$ cat src/rtl/kgp_pkg.sv
// Shared KGP-RISC definitions: branch classes, carry-writing ALU ops,
// control FSM states and the sequential instruction stride.
package kgp_pkg;

    // Branch class encodings from decode; 9..15 behave as BR_NONE.
    localparam logic [3:0] BR_NONE = 4'd0;
    localparam logic [3:0] BR_B    = 4'd1;
    localparam logic [3:0] BR_L    = 4'd2;
    localparam logic [3:0] BR_R    = 4'd3;
    localparam logic [3:0] BR_LTZ  = 4'd4;
    localparam logic [3:0] BR_Z    = 4'd5;
    localparam logic [3:0] BR_NZ   = 4'd6;
    localparam logic [3:0] BR_CY   = 4'd7;
    localparam logic [3:0] BR_NCY  = 4'd8;

    // The only ALU ops that write the architectural carry flag.
    localparam logic [3:0] OP_ADD  = 4'b0001;
    localparam logic [3:0] OP_COMP = 4'b0101;

    // Byte stride between sequential instructions.
    localparam int INSTR_B = 4;

    // Target source select produced by branch_cond.
    localparam logic TGT_IMM = 1'b0;   // br_target from decode
    localparam logic TGT_ALU = 1'b1;   // register target via alu_result

    typedef enum logic {
        S_RUN  = 1'b0,
        S_HALT = 1'b1
    } state_t;

endpackage

$ cat src/rtl/branch_cond.sv
// Branch resolution: decides whether the current instruction redirects the pc
// and which target source to use. Purely combinational.
module branch_cond
    import kgp_pkg::*;
(
    input  logic [3:0] br_type,
    input  logic       f_zero,
    input  logic       f_sign,
    input  logic       carry_q,
    output logic       take,
    output logic       tgt_sel
);

    // Conditional branches on carry use the flag as it stood before this
    // instruction; ALU flags are from the current cycle.
    always_comb begin
        take    = 1'b0;
        tgt_sel = TGT_IMM;
        case (br_type)
            BR_B:    take = 1'b1;
            BR_L:    take = 1'b1;
            BR_R: begin
                take    = 1'b1;
                tgt_sel = TGT_ALU;
            end
            BR_LTZ:  take = f_sign;
            BR_Z:    take = f_zero;
            BR_NZ:   take = ~f_zero;
            BR_CY:   take = carry_q;
            BR_NCY:  take = ~carry_q;
            default: take = 1'b0;
        endcase
    end

endmodule

$ cat src/rtl/branch_flag_unit.sv
// KGP-RISC pc sequencing, carry flag and RUN/HALT control.
module branch_flag_unit #(
    parameter int              PC_W     = 32,
    parameter logic [PC_W-1:0] RESET_PC = '0,
    parameter int              INSTR_B  = kgp_pkg::INSTR_B
) (
    input  logic            clk,
    input  logic            rst,
    input  logic            en,
    input  logic            stall,
    input  logic [3:0]      alu_op,
    input  logic [31:0]     alu_result,
    input  logic            f_zero,
    input  logic            f_sign,
    input  logic            f_carry,
    input  logic [3:0]      br_type,
    input  logic [PC_W-1:0] br_target,
    input  logic            halt_req,
    output logic [PC_W-1:0] pc,
    output logic [PC_W-1:0] link_addr,
    output logic            link_we,
    output logic            taken,
    output logic            carry_q,
    output logic            halted
);

    import kgp_pkg::*;

    localparam logic [PC_W-1:0] PC_INC = PC_W'(INSTR_B);

    logic [PC_W-1:0] pc_q, pc_d;
    logic            taken_q, taken_d;
    logic            carry_d;
    state_t          state_q, state_d;

    logic            adv;
    logic            take;
    logic            tgt_sel;
    logic [PC_W-1:0] seq_pc;
    logic [PC_W-1:0] tgt;

    branch_cond u_cond (
        .br_type (br_type),
        .f_zero  (f_zero),
        .f_sign  (f_sign),
        .carry_q (carry_q),
        .take    (take),
        .tgt_sel (tgt_sel)
    );

    assign adv    = en & ~stall & (state_q == S_RUN);
    assign seq_pc = pc_q + PC_INC;          // wraps silently at 2^PC_W
    assign tgt    = (tgt_sel == TGT_ALU) ? PC_W'(alu_result) : br_target;

    // Next-state: everything holds unless an instruction advances in RUN;
    // a halt request suppresses any branch in the same instruction.
    always_comb begin
        pc_d    = pc_q;
        taken_d = taken_q;
        carry_d = carry_q;
        state_d = state_q;
        if (adv) begin
            if ((alu_op == OP_ADD) || (alu_op == OP_COMP)) begin
                carry_d = f_carry;
            end
            if (halt_req) begin
                state_d = S_HALT;
                taken_d = 1'b0;
            end else begin
                pc_d    = take ? tgt : seq_pc;
                taken_d = take;
            end
        end
    end

    // State registers with synchronous reset that also discards any branch.
    always_ff @(posedge clk) begin
        if (rst) begin
            pc_q    <= RESET_PC;
            taken_q <= 1'b0;
            carry_q <= 1'b0;
            state_q <= S_RUN;
        end else begin
            pc_q    <= pc_d;
            taken_q <= taken_d;
            carry_q <= carry_d;
            state_q <= state_d;
        end
    end

    assign pc        = pc_q;
    assign taken     = taken_q;
    assign halted    = (state_q == S_HALT);
    assign link_addr = seq_pc;
    assign link_we   = adv & ~halt_req & (br_type == BR_L);

endmodule

$ cat config.mk
export PLATFORM = sky130hd
export DESIGN_NAME = branch_flag_unit
export DESIGN_NICKNAME = d
export VERILOG_FILES = /design/src/rtl/kgp_pkg.sv /design/src/rtl/branch_cond.sv /design/src/rtl/branch_flag_unit.sv
export SDC_FILE = /design/constraint.sdc
export NUM_CORES = 1
export LEC_CHECK = 0
export BUFFER_PORTS_ARGS = -buffer_cell sky130_fd_sc_hd__buf_2
export CORE_UTILIZATION = 41
export DETAILED_ROUTE_END_ITERATION = 10
export PLACE_DENSITY_LB_ADDON = 0.08
export SLEW_MARGIN = 10
export SYNTH_ARGS = -nofsm -noshare
export SYNTH_HDL_FRONTEND = slang
export SYNTH_SLANG_ARGS = --single-unit
$ cat constraint.sdc
create_clock -name clk -period 4.12 [get_ports clk]
set_clock_uncertainty 0.05 [all_clocks]
set_input_delay 0.824 -clock clk [delete_from_list [all_inputs] [get_ports clk]]
set_output_delay 0.824 -clock clk [all_outputs]
set_load 0.005 [all_outputs]
* Word-level counts from Yosys, hierarchy flattened
Index checks and enable logic that the tools add are counted.
Cells by class: add/sub/neg operators 1, bitwise gates (word level) 9, reduce and logical (&&, ||, !) cells 5, multiplexer cells 5, eq/ne operators 10
Operator list (count):
- $mux 32 | 2
- $add 32x3->32 const B | 1
- $eq 4x3->1 const B | 5
- $eq 4x1->1 const B | 2
- $eq 4x2->1 const B | 2
- $pmux 1 s6 | 1
- $reduce_and 2->1 | 3
- $not 1->1 | 5
- $and 1x1->1 | 4
- $eq 4x4->1 const B | 1
- $reduce_or 3->1 | 1
- $mux 1 | 2
- $logic_or 1x1->1 | 1
Storage, ports and cells: bits in registers 35, output and inout bits 68, word-level logic and storage cells 34

* Longest topological paths before layout
Gate-level depths: netlist of the first run.
word-level depth 5, mapped depth 7

* Modules after synthesis
From an unflattened synthesis of the first run, not the netlist that was laid out.
Unflattened totals: cells, all modules 394, area total of the unflattened synthesis 2937.8 um^2
Modules (own cells, without submodules):
- branch_flag_unit | cells an instance 384, seq. area each 700.7 um^2, area an instance 2870.3 um^2, times used 1
- branch_cond | cells an instance 10, seq. area each 0.0 um^2, area an instance 67.6 um^2, times used 1

* Worst setup path after synthesis of the first run
No wires, ideal clock.
kind flip-flop to output port, from register pc_q[2], in the netlist pc[2], to output link_addr[24], buffers on the path 1, setup slack 1.487 ns, arrival time 1.759 ns, data required time 3.246 ns, cell stages (with the launch flop) 7, cells stage by stage dfxtp_1 ha_1 nand3_1 or2_2 buf_2 nor3_1 xor2_1
Between the ends: word-level cells in the longest chain between the ends 1
RTL lines:
- from (decl) | RTL line branch_flag_unit.sv:31 | logic [PC_W-1:0] pc_q, pc_d;
- from (signal assigned) | RTL line branch_flag_unit.sv:84 | pc_q <= pc_d;
- $add 32x3->32 | RTL line branch_flag_unit.sv:52 | assign seq_pc = pc_q + PC_INC;
- to (decl) | RTL line branch_flag_unit.sv:20 | output logic [PC_W-1:0] link_addr,
No other way between the ends.

* Worst setup path after layout of the first run
Ends and elaborated chain as after synthesis.

==> key figures, run 1 <==
Power and ir drop
  • LEAKAGE: 0.00170 uW
  • Pwr Density: between 200 and 250 mW/mm^2
  • Worst VDD drop: 117 uV

Clocking
  • Setup Fix Bufs, Post-CTS: 0
  • Clk_lat worst skew: a little under 0.3 ns
  • Hold_buf cts: 0
  • Clock Sinks: 35
  • CTS clk-pin slew, worst paths: around 0.080 ns
  • TritonCTS Buffers: 5
  • Longest Clk Path Bufs: 2
  • TritonCTS clock tree: built
  • H-Tree Depth: 2
  • CTS root buffer: clkbuf_8
  • Post_cts resized: 0

STA
  • RSZ-0062 raised after global routing: false
  • Final Max Slew Viols: 0
  • Final setup viols: 0
  • Hold WS: just under 0.5 ns
  • Worst-margin pin slew: a little under 0.8 ns
  • Final min period: roughly 3.3 ns
  • Fin crit share: 0.795
  • Final setup TNS: 0 ns
  • Max Freq: ~0.3 GHz
  • Slew HR: 0.470
  • Final hold violation count: 0

Global routing
  • Initial antenna violation count: 0
  • Total track usage: 0.248
  • Largest net degree at the start of global routing: between 40 and 50
  • GR Overflow Total: 0
  • Vias in the first global route: between 3k and 4k
  • First-pass GRT wire length: roughly 15,000 um

Cells and area
  • Fin cells: 599
  • Finished layout cell area: 0.00382 sq mm
  • Final core utilization: 0.550
  • Share of cells above drive strength 1: 0.362
  • Multi-input logic area: 0.00212 sq mm
  • Layout fillers: around 710
  • Area grow syn2layout: 26.9%
  • Register Area: around 700 sq um
  • Diode count: 0
  • Fin nets: 583

Yosys
  • Synth top area cells: dfxtp_1 (23%), mux2i_1 (8.6%), xnor2_1 (4.4%)
  • Top cells by count, synth: dfxtp_1 (35), nor2_1 (34), mux2i_1 (26), nand3_1 (24), nand2_1 (22)
  • Synth cell types: 67
  • Synth warn: 0
  • Yosys top cell area share: 0.233
  • Mapped Area: about 0.0030 sq mm
  • Fraction of registers with async set/reset: 0
  • Flops & latches, synth: 35
  • Cell taking the most area after synthesis: dfxtp_1
  • Syn Inst Count: between 300 and 400
  • Most common cell in the netlist: dfxtp_1
  • Syn Nets: around 460
  • Top FF cell, synth: dfxtp_1
  • Register area share after synthesis: 0.233
  • Syn Area/Cell: between 8 and 9 sq um
  • EDFF count, synth: 0

Place
  • Placed Cells: 591
  • Dpl hpwl: 6770 um
  • Post-DP Area: between 0.003 and 0.004 sq mm
  • Buffers on Ports: 146
  • Routability cong.: 0.813

Worst hold path
  • Worst min path class: register to register

Floorplan
  • Die W: between 80 and 90 um
  • Initial Util: 0.433
  • Full die area: around 0.0077 sq mm
  • CORE AREA: 0.00694 sq mm
  • Row cnt: 30
  • Ports: ~150
  • Die Ht: between 80 and 90 um

Drt
  • Initial DRC Count: 150
  • DR vias/cell: 5.66
  • Vias: 3,388
  • Post-route ant nets: 0
  • WL/cell: around 16 um
  • Residual DRC: 0
  • Drt total wl: ~9400 um
  • First-pass DRT Iterations: 4

Setup path
  • Worst-path maximum fanout: 8
  • CP Class: register to output port
  • Critical path required time: 3.25 ns
  • Type of destination of the critical path: output port
  • Reg2Reg Setup Slack: 1.82 ns
  • Crit path DAT: 2.40 ns
  • Startpoint Class: register

Outcome
  • Status: completed

Run
  • Max cap viols: 0
layer usage:
metal  track usage  part of all wire  wire (um)  up-vias
met4        0.0611             0.014        129        0
met2         0.423              0.47       4420      128
met3        0.0443             0.063        595       14
met5             0                 0          0        -
li1              -                 -          -     1668
met1         0.325              0.45       4230     1578
kinds of logic (layout without fill, tap and decap cells):
group                      Yosys count  count (layout)  share of synthesized area
adders and majority gates            1               1                    0.00416
DFF                                 35              35                      0.233
muxes                               32              32                      0.109
buffers and inverters               41             168                     0.0661
xor gates and xnor gates            26              26                     0.0757
AOI/OAI and AO/OA                   80              80                      0.196
and+or+nand+nor                    161             161                      0.316
critical path: stages (launching register included):
cell and delay (ns):
dfxtp_1 0.49, ha_1 0.28, nand3_1 0.24, or2_2 0.47
nor3_1 0.34, xor2_1 0.16, buf_2 0.13
area by class of cell:
cell class | count | area share
clock inverters | 1 | 0.00131
clock buffers | 7 | 0.0200
inverters | 10 | 0.00983
flip-flops and latches | 35 | 0.183
well taps | 96 | 0.0315
repair buffers | 150 | 0.199
multi-input cells | 300 | 0.555
state kept, by name, indices dropped and copies added (netlist names):
name     flops
pc          32
taken        1
carry_q      1
halted       1
cell usage in the layout, fill, tap and decap left out, types with 6 or more instances in the layout:
master,Yosys,layout
a21oi_1,9,9
a22oi_1,6,6
a31oi_1,9,9
and4_1,6,6
buf_2,8,146
dfxtp_1,35,35
inv_1,9,9
mux2_2,6,6
mux2i_1,26,26
nand2_1,22,22
nand3_1,24,24
nand4_1,14,14
nor2_1,34,34
nor2b_1,8,8
nor3_1,12,12
o21ai_0,13,13
xnor2_1,15,15
xor2_1,11,11
through the flow:
stage | worst slack [ns] | total power, uW
3_5_place_dp | 1.16 | 586
2_1_floorplan | 1.49 | 500
5_1_grt | 0.626 | 875
6_report | 0.844 | 828
4_1_cts | 0.849 | 834
3_3_place_gp | 1.17 | 581
final timing paths:
check	cells after the start	end	start
worst max-delay path	6	link_addr[24]	pc[2]
worst min-delay path	2	pc[1]	pc[1]
worst max register to register	5	pc[19]	carry_q
worst min register to register	2	pc[1]	pc[1]
where the power goes:
group          total, uW  internal, uW  switching, uW
registers            376           352           24.2
logic                201          92.8            108
clock network        251           119            132
total                828           563            265
(Power assumes the default switching activity.)
==> run 2, diff against run 1 <==
==> constraint.sdc (replaced) <==
create_clock -name clk -period 3 [get_ports clk]
set_clock_uncertainty 0.05 [all_clocks]
set_input_delay 0.6 -clock clk [delete_from_list [all_inputs] [get_ports clk]]
set_output_delay 0.6 -clock clk [all_outputs]
set_load 0.005 [all_outputs]
==> run 2 against run 1 <==
Against the previous run:
- global-route usage is 0.53 points higher
- cell count is 1.3% higher
- critical path depth is 1 lower
- power is 42% higher
- die area stayed put
- sequential cell count stayed put
- routed wire length is 2.1% higher
- largest power group unchanged
==> key figures, run 2 (synthesized netlist as in run 1, its figures left out) <==
Setup path
  • Reg2Reg Setup Slack: roughly 0.84 ns
  • R2R Path Start: carry_q
  • Critical-path cell list: and4_1 > nand4_2 > o31a_1 > or2_2 > buf_2
  • Startpoint Class: register
  • Worst R2R Path Depth: 6
  • Type of destination of the critical path: output port
  • Worst setup path end: link_addr[23]
  • Crit path DAT: approximately 2.2 ns
  • Max stage delay on crit path: around 0.46 ns
  • Worst path top cell family by delay: simple AND/OR/NAND/NOR gates
  • Worst path depth: 5
  • CP startpoint: pc[17]
  • CP Class: register to output port
  • Worst-path maximum fanout: 6
  • Critical R2R Capture: pc[21]
  • Critical path required time: roughly 2.4 ns
  • Worst path slowest cell: dfxtp_1
  • WP buf/inv: 1

Clocking
  • Setup Fix Bufs, Post-CTS: 0
  • CTS clk-pin slew, worst paths: about 0.08 ns
  • Clk_lat worst skew: about 0.30 ns
  • Clock Sinks: 35
  • CTS root buffer: clkbuf_8
  • H-Tree Depth: 2
  • Hold_buf cts: 0
  • TritonCTS clock tree: built
  • TritonCTS Buffers: 5
  • Longest Clk Path Bufs: 2

Global routing
  • Vias in the first global route: about 3.2k
  • Initial antenna violation count: 0
  • GR Overflow Total: 0
  • First-pass GRT wire length: roughly 15,000 um
  • Total track usage: 0.253
  • Largest net degree at the start of global routing: 44

Cells and area
  • Share of cells above drive strength 1: 0.382
  • Largest register FFs: 32
  • Diode count: 0
  • Finished layout cell area: 0.00392 sq mm
  • Fin nets: roughly 590
  • Layout fillers: around 700
  • Area grow syn2layout: 30.4%
  • Most frequent cells in the layout: buf_2 (146), dfxtp_1 (35), nor2_1 (34)
  • Most common cell after layout, fill and taps aside: buf_2

Floorplan
  • Row cnt: 30
  • Full die area: slightly below 0.008 sq mm
  • CORE AREA: roughly 0.0069 sq mm
  • Initial Util: 0.433
  • Ports: around 150
  • Die W: 87.7 um
  • Die Ht: just under 90 um

Drt
  • Post-route ant nets: 0
  • Drt total wl: between 9000 and 10,000 um
  • First-pass DRT Iterations: 4
  • DR vias/cell: about 5.7
  • Residual DRC: 0
  • Initial DRC Count: a little under 200
  • Vias: about 3.4k
  • WL/cell: 15.8 um

Place
  • Post-DP Area: between 0.003 and 0.004 sq mm
  • Routability cong.: roughly 0.84
  • Dpl hpwl: 7150 um
  • Buffers on Ports: 146

STA
  • RSZ-0062 raised after global routing: false
  • Final hold violation count: 0
  • Final setup viols: 0
  • Worst-margin pin slew: 0.538 ns
  • Slew HR: 0.641
  • Final setup TNS: 0 ns
  • Final min period: between 2 and 3 ns
  • Fin crit share: 0.941
  • Max Freq: 0.354 GHz
  • Final Max Slew Viols: 0

Power and ir drop
  • Worst VDD drop: approximately 130 uV
  • LEAKAGE: 0.00176 uW
  • Pwr Density: between 200 and 300 mW/mm^2

Run
  • Max cap viols: 0

Worst hold path
  • Worst min path class: input port to register

Outcome
  • Status: completed
run 2: changes by cell type in the layout (fill, tap and decap cells not counted), sizes merged:
| cell | before | now |
|---|---|---|
| buf | 150 | 159 |
| clkbuf | 7 | 6 |
run 2: power breakdown:
part | total (uW) | switching (uW) | internal [uW] | leakage [uW]
Sequential | 514 | 30.8 | 483 | 0.000284
Clock | 367 | 187 | 181 | 0.0000470
Combinational | 295 | 156 | 139 | 0.00143
Total | 1180 | 373 | 802 | 0.00176
run 2: routing by layer:
metal / vias to the layer above / share of wire / GRT usage
met1: 1594 / 0.45 / 0.333
met2: 141 / 0.47 / 0.433
met4: 0 / 0.012 / 0.0849
li1: 1688 / - / -
met3: 10 / 0.068 / 0.0264
met5: - / 0 / 0
run 2: worst min-delay path by stage:
stage	end	cells after the start	from
final	carry_q	3	f_carry
after CTS	carry_q	3	f_carry
after detailed placement	pc[0]	2	pc[0]
after global placement	pc[1]	2	pc[1]
after floorplan	pc[23]	2	pc[23]
after global routing	pc[0]	2	pc[0]
run 2: repair_timing:
item,in CTS,in global routing
endpoints found under the hold margin,0,0
resized for setup,0,3
endpoints found under the setup margin,0,3
run 2: layout make-up:
| class | instances | area, sq um | area share |
|---|---|---|---|
| clock buffers | 6 | 82.6 | 0.0211 |
| repair buffers | 159 | 841 | 0.214 |
| flip-flops and latches | 35 | 701 | 0.179 |
| multi-input cells | 300 | 2140 | 0.544 |
| well taps | 96 | 120 | 0.0306 |
| clock inverters | 1 | 5.00 | 0.00128 |
| inverters | 10 | 37.5 | 0.00957 |
run 2: through the flow:
step | std cells | setup slack (ns) | utilization | hold slack (ns) | power (uW)
CTS | 607 | 0.0890 | 0.562 | 0.475 | 1180
finish | 607 | 0.178 | 0.565 | 0.479 | 1180
detailed placement | 600 | 0.443 | 0.550 | 0.477 | 818
global route | 607 | 0.00331 | 0.565 | 0.505 | 1220
floorplan | 376 | 0.591 | - | 0.452 | 686
global placement | 600 | 0.473 | 0.550 | 0.462 | 813
run 2: worst min-delay path, stage by stage:
cell	delay [ns]
buf_2	0.07
mux2i_1	0.05
nor2_1	0.07
==> run 3, diff against run 2 <==
==> constraint.sdc (replaced) <==
create_clock -name clk -period 2.85 [get_ports clk]
set_clock_uncertainty 0.05 [all_clocks]
set_input_delay 0.57 -clock clk [delete_from_list [all_inputs] [get_ports clk]]
set_output_delay 0.57 -clock clk [all_outputs]
set_load 0.005 [all_outputs]
==> run 3 against run 2 <==
Against the previous run:
- power rose by 8.3%
- global-route usage increased by 0.13 points
- hold slack got worse by 0.0091 ns
- critical path depth stayed put
- via count decreased by 0.84%
- sequential cell count stayed put
- sequential share of layout area fell by 0.30 points
- die area is the same
- design area increased by 1.7%
- highest routed layer unchanged
==> key figures, run 3 (synthesized netlist as in run 1, its figures left out) <==
STA
  • Final hold violation count: 0
  • Max Freq: roughly 0.36 GHz
  • Worst-margin pin slew: 0.568 ns
  • Final setup viols: 0
  • Final Max Slew Viols: 0
  • Fin crit share: 0.965
  • RSZ-0062 raised after global routing: false
  • Slew HR: 0.618
  • Final min period: 2.75 ns
  • Final setup TNS: 0 ns
  • Worst Slack Setup Final: approximately 0.10 ns

Cells and area
  • Layout fillers: approximately 660
  • Share of cells above drive strength 1: 0.390
  • Most frequent cells in the layout: buf_2 (146), dfxtp_1 (35), nor2_1 (33)
  • Most common cell after layout, fill and taps aside: buf_2
  • Fin cells: 614
  • Fin nets: between 500 and 600
  • Finished layout cell area: 0.00399 sq mm
  • Diode count: 0
  • Largest register FFs: 32
  • Area grow syn2layout: 32.6%

Setup path
  • Worst-path maximum fanout: 9
  • CP Class: register to output port
  • Critical path required time: roughly 2.2 ns
  • R2R Path Start: halted
  • Type of destination of the critical path: output port
  • Max stage delay on crit path: roughly 0.49 ns
  • Startpoint Class: register
  • CP startpoint: pc[4]
  • Worst path top cell family by delay: simple AND/OR/NAND/NOR gates
  • Critical-path cell list: nand4_1 > or2_1 > o31a_1 > or2_2 > buf_2
  • Worst path slowest cell: dfxtp_1
  • WP buf/inv: 1
  • Crit path DAT: 2.13 ns

Floorplan
  • Ports: 148
  • Initial Util: 0.433
  • Die Ht: about 88 um
  • Full die area: 0.00769 sq mm
  • CORE AREA: 0.00694 sq mm
  • Row cnt: 30
  • Die W: slightly below 90 um

Global routing
  • Vias in the first global route: around 3.1k
  • Initial antenna violation count: 0
  • Largest net degree at the start of global routing: 36
  • First-pass GRT wire length: around 15,000 um
  • Total track usage: 0.255
  • GR Overflow Total: 0

Power and ir drop
  • Overall power: ~1300 uW
  • Pwr Density: ~320 mW/mm^2
  • Worst VDD drop: around 170 uV
  • LEAKAGE: ~0.0018 uW

Worst hold path
  • Worst min path class: input port to register
  • Min-delay src: f_carry

Clocking
  • TritonCTS clock tree: built
  • Clock Sinks: 35
  • CTS clk-pin slew, worst paths: 0.08 ns
  • Longest Clk Path Bufs: 2
  • Setup Fix Bufs, Post-CTS: 0
  • CTS root buffer: clkbuf_8
  • H-Tree Depth: 2
  • TritonCTS Buffers: 5
  • Clk_lat worst skew: 0.29 ns

Drt
  • WL/cell: 15.8 um
  • First-pass DRT Iterations: 4
  • Drt total wl: a little under 10,000 um
  • Initial DRC Count: 166
  • Residual DRC: 0
  • Vias: ~3.4k
  • Post-route ant nets: 0
  • DR vias/cell: about 5.5

Place
  • Post-DP Area: approximately 0.0039 sq mm
  • Routability cong.: roughly 0.83
  • Placed Cells: 606
  • Dpl hpwl: ~7200 um
  • Dpl ws: approximately 0.30 ns
  • Buffers on Ports: about 150

Run
  • Max cap viols: 0

Outcome
  • Status: completed
run 3: changes by cell type in the layout (fill, tap and decap cells not counted):
cell | previous run | this run
and4_1 | 6 | 5
buf_12 | 1 | 2
and4_2 | 0 | 1
nor4_2 | 4 | 3
buf_4 | 12 | 17
nor2_1 | 34 | 33
nor4_1 | 2 | 3
clkinv_2 | 1 | 0
clkbuf_1 | 0 | 1
clkbuf_8 | 6 | 7
nor2_2 | 0 | 1
run 3: repair_timing:
action | 4_1_cts | 5_1_grt
resized for setup | 0 | 4
endpoints found under the hold margin | 0 | 0
hold buffers | 0 | 0
endpoints found under the setup margin | 0 | 3
run 3: final cells by class:
cell class	count	area, sq um	area share
multi-input cells	300	2130	0.535
well taps	96	120	0.0301
repair buffers	165	898	0.225
inverters	10	37.5	0.00941
flip-flops and latches	35	701	0.176
clock buffers	8	100	0.0251
run 3: final timing paths:
kind / to / slack (ns) / cells past startpoint
min reg2reg: pc[1] / 0.48 / 2
max reg2reg: pc[16] / 0.64 / 6
max: link_addr[23] / 0.10 / 5
min: carry_q / 0.47 / 3
run 3: through the flow:
step	util	hold slack, ns
6_report	0.575	0.469
5_1_grt	0.575	0.517
4_1_cts	0.572	0.480
3_5_place_dp	0.558	0.476
3_3_place_gp	0.558	0.464
2_1_floorplan	-	0.452
run 3: worst reg2reg max path, cell delays in order (launching register included):
cell and delay [ns]:
dfxtp_1 0.34, nor3b_1 0.42, nand2b_2 0.28, buf_12 0.25
nor2_1 0.44, o21ai_0 0.20, o32ai_1 0.15
run 3: metal layers:
layer  up-vias  share of wire  global-route usage
li1       1694              -                   -
met1      1577           0.47               0.337
met2       125           0.46               0.441
met3         8          0.060              0.0330
met4         0         0.0069              0.0566
met5         -              0                   0
run 3: where the power goes:
group / internal (uW) / leakage, uW / total [uW] / switching [uW]
combinational: 153 / 0.00147 / 324 / 171
sequential: 508 / 0.000284 / 536 / 27.6
clock: 221 / 0.0000515 / 414 / 193
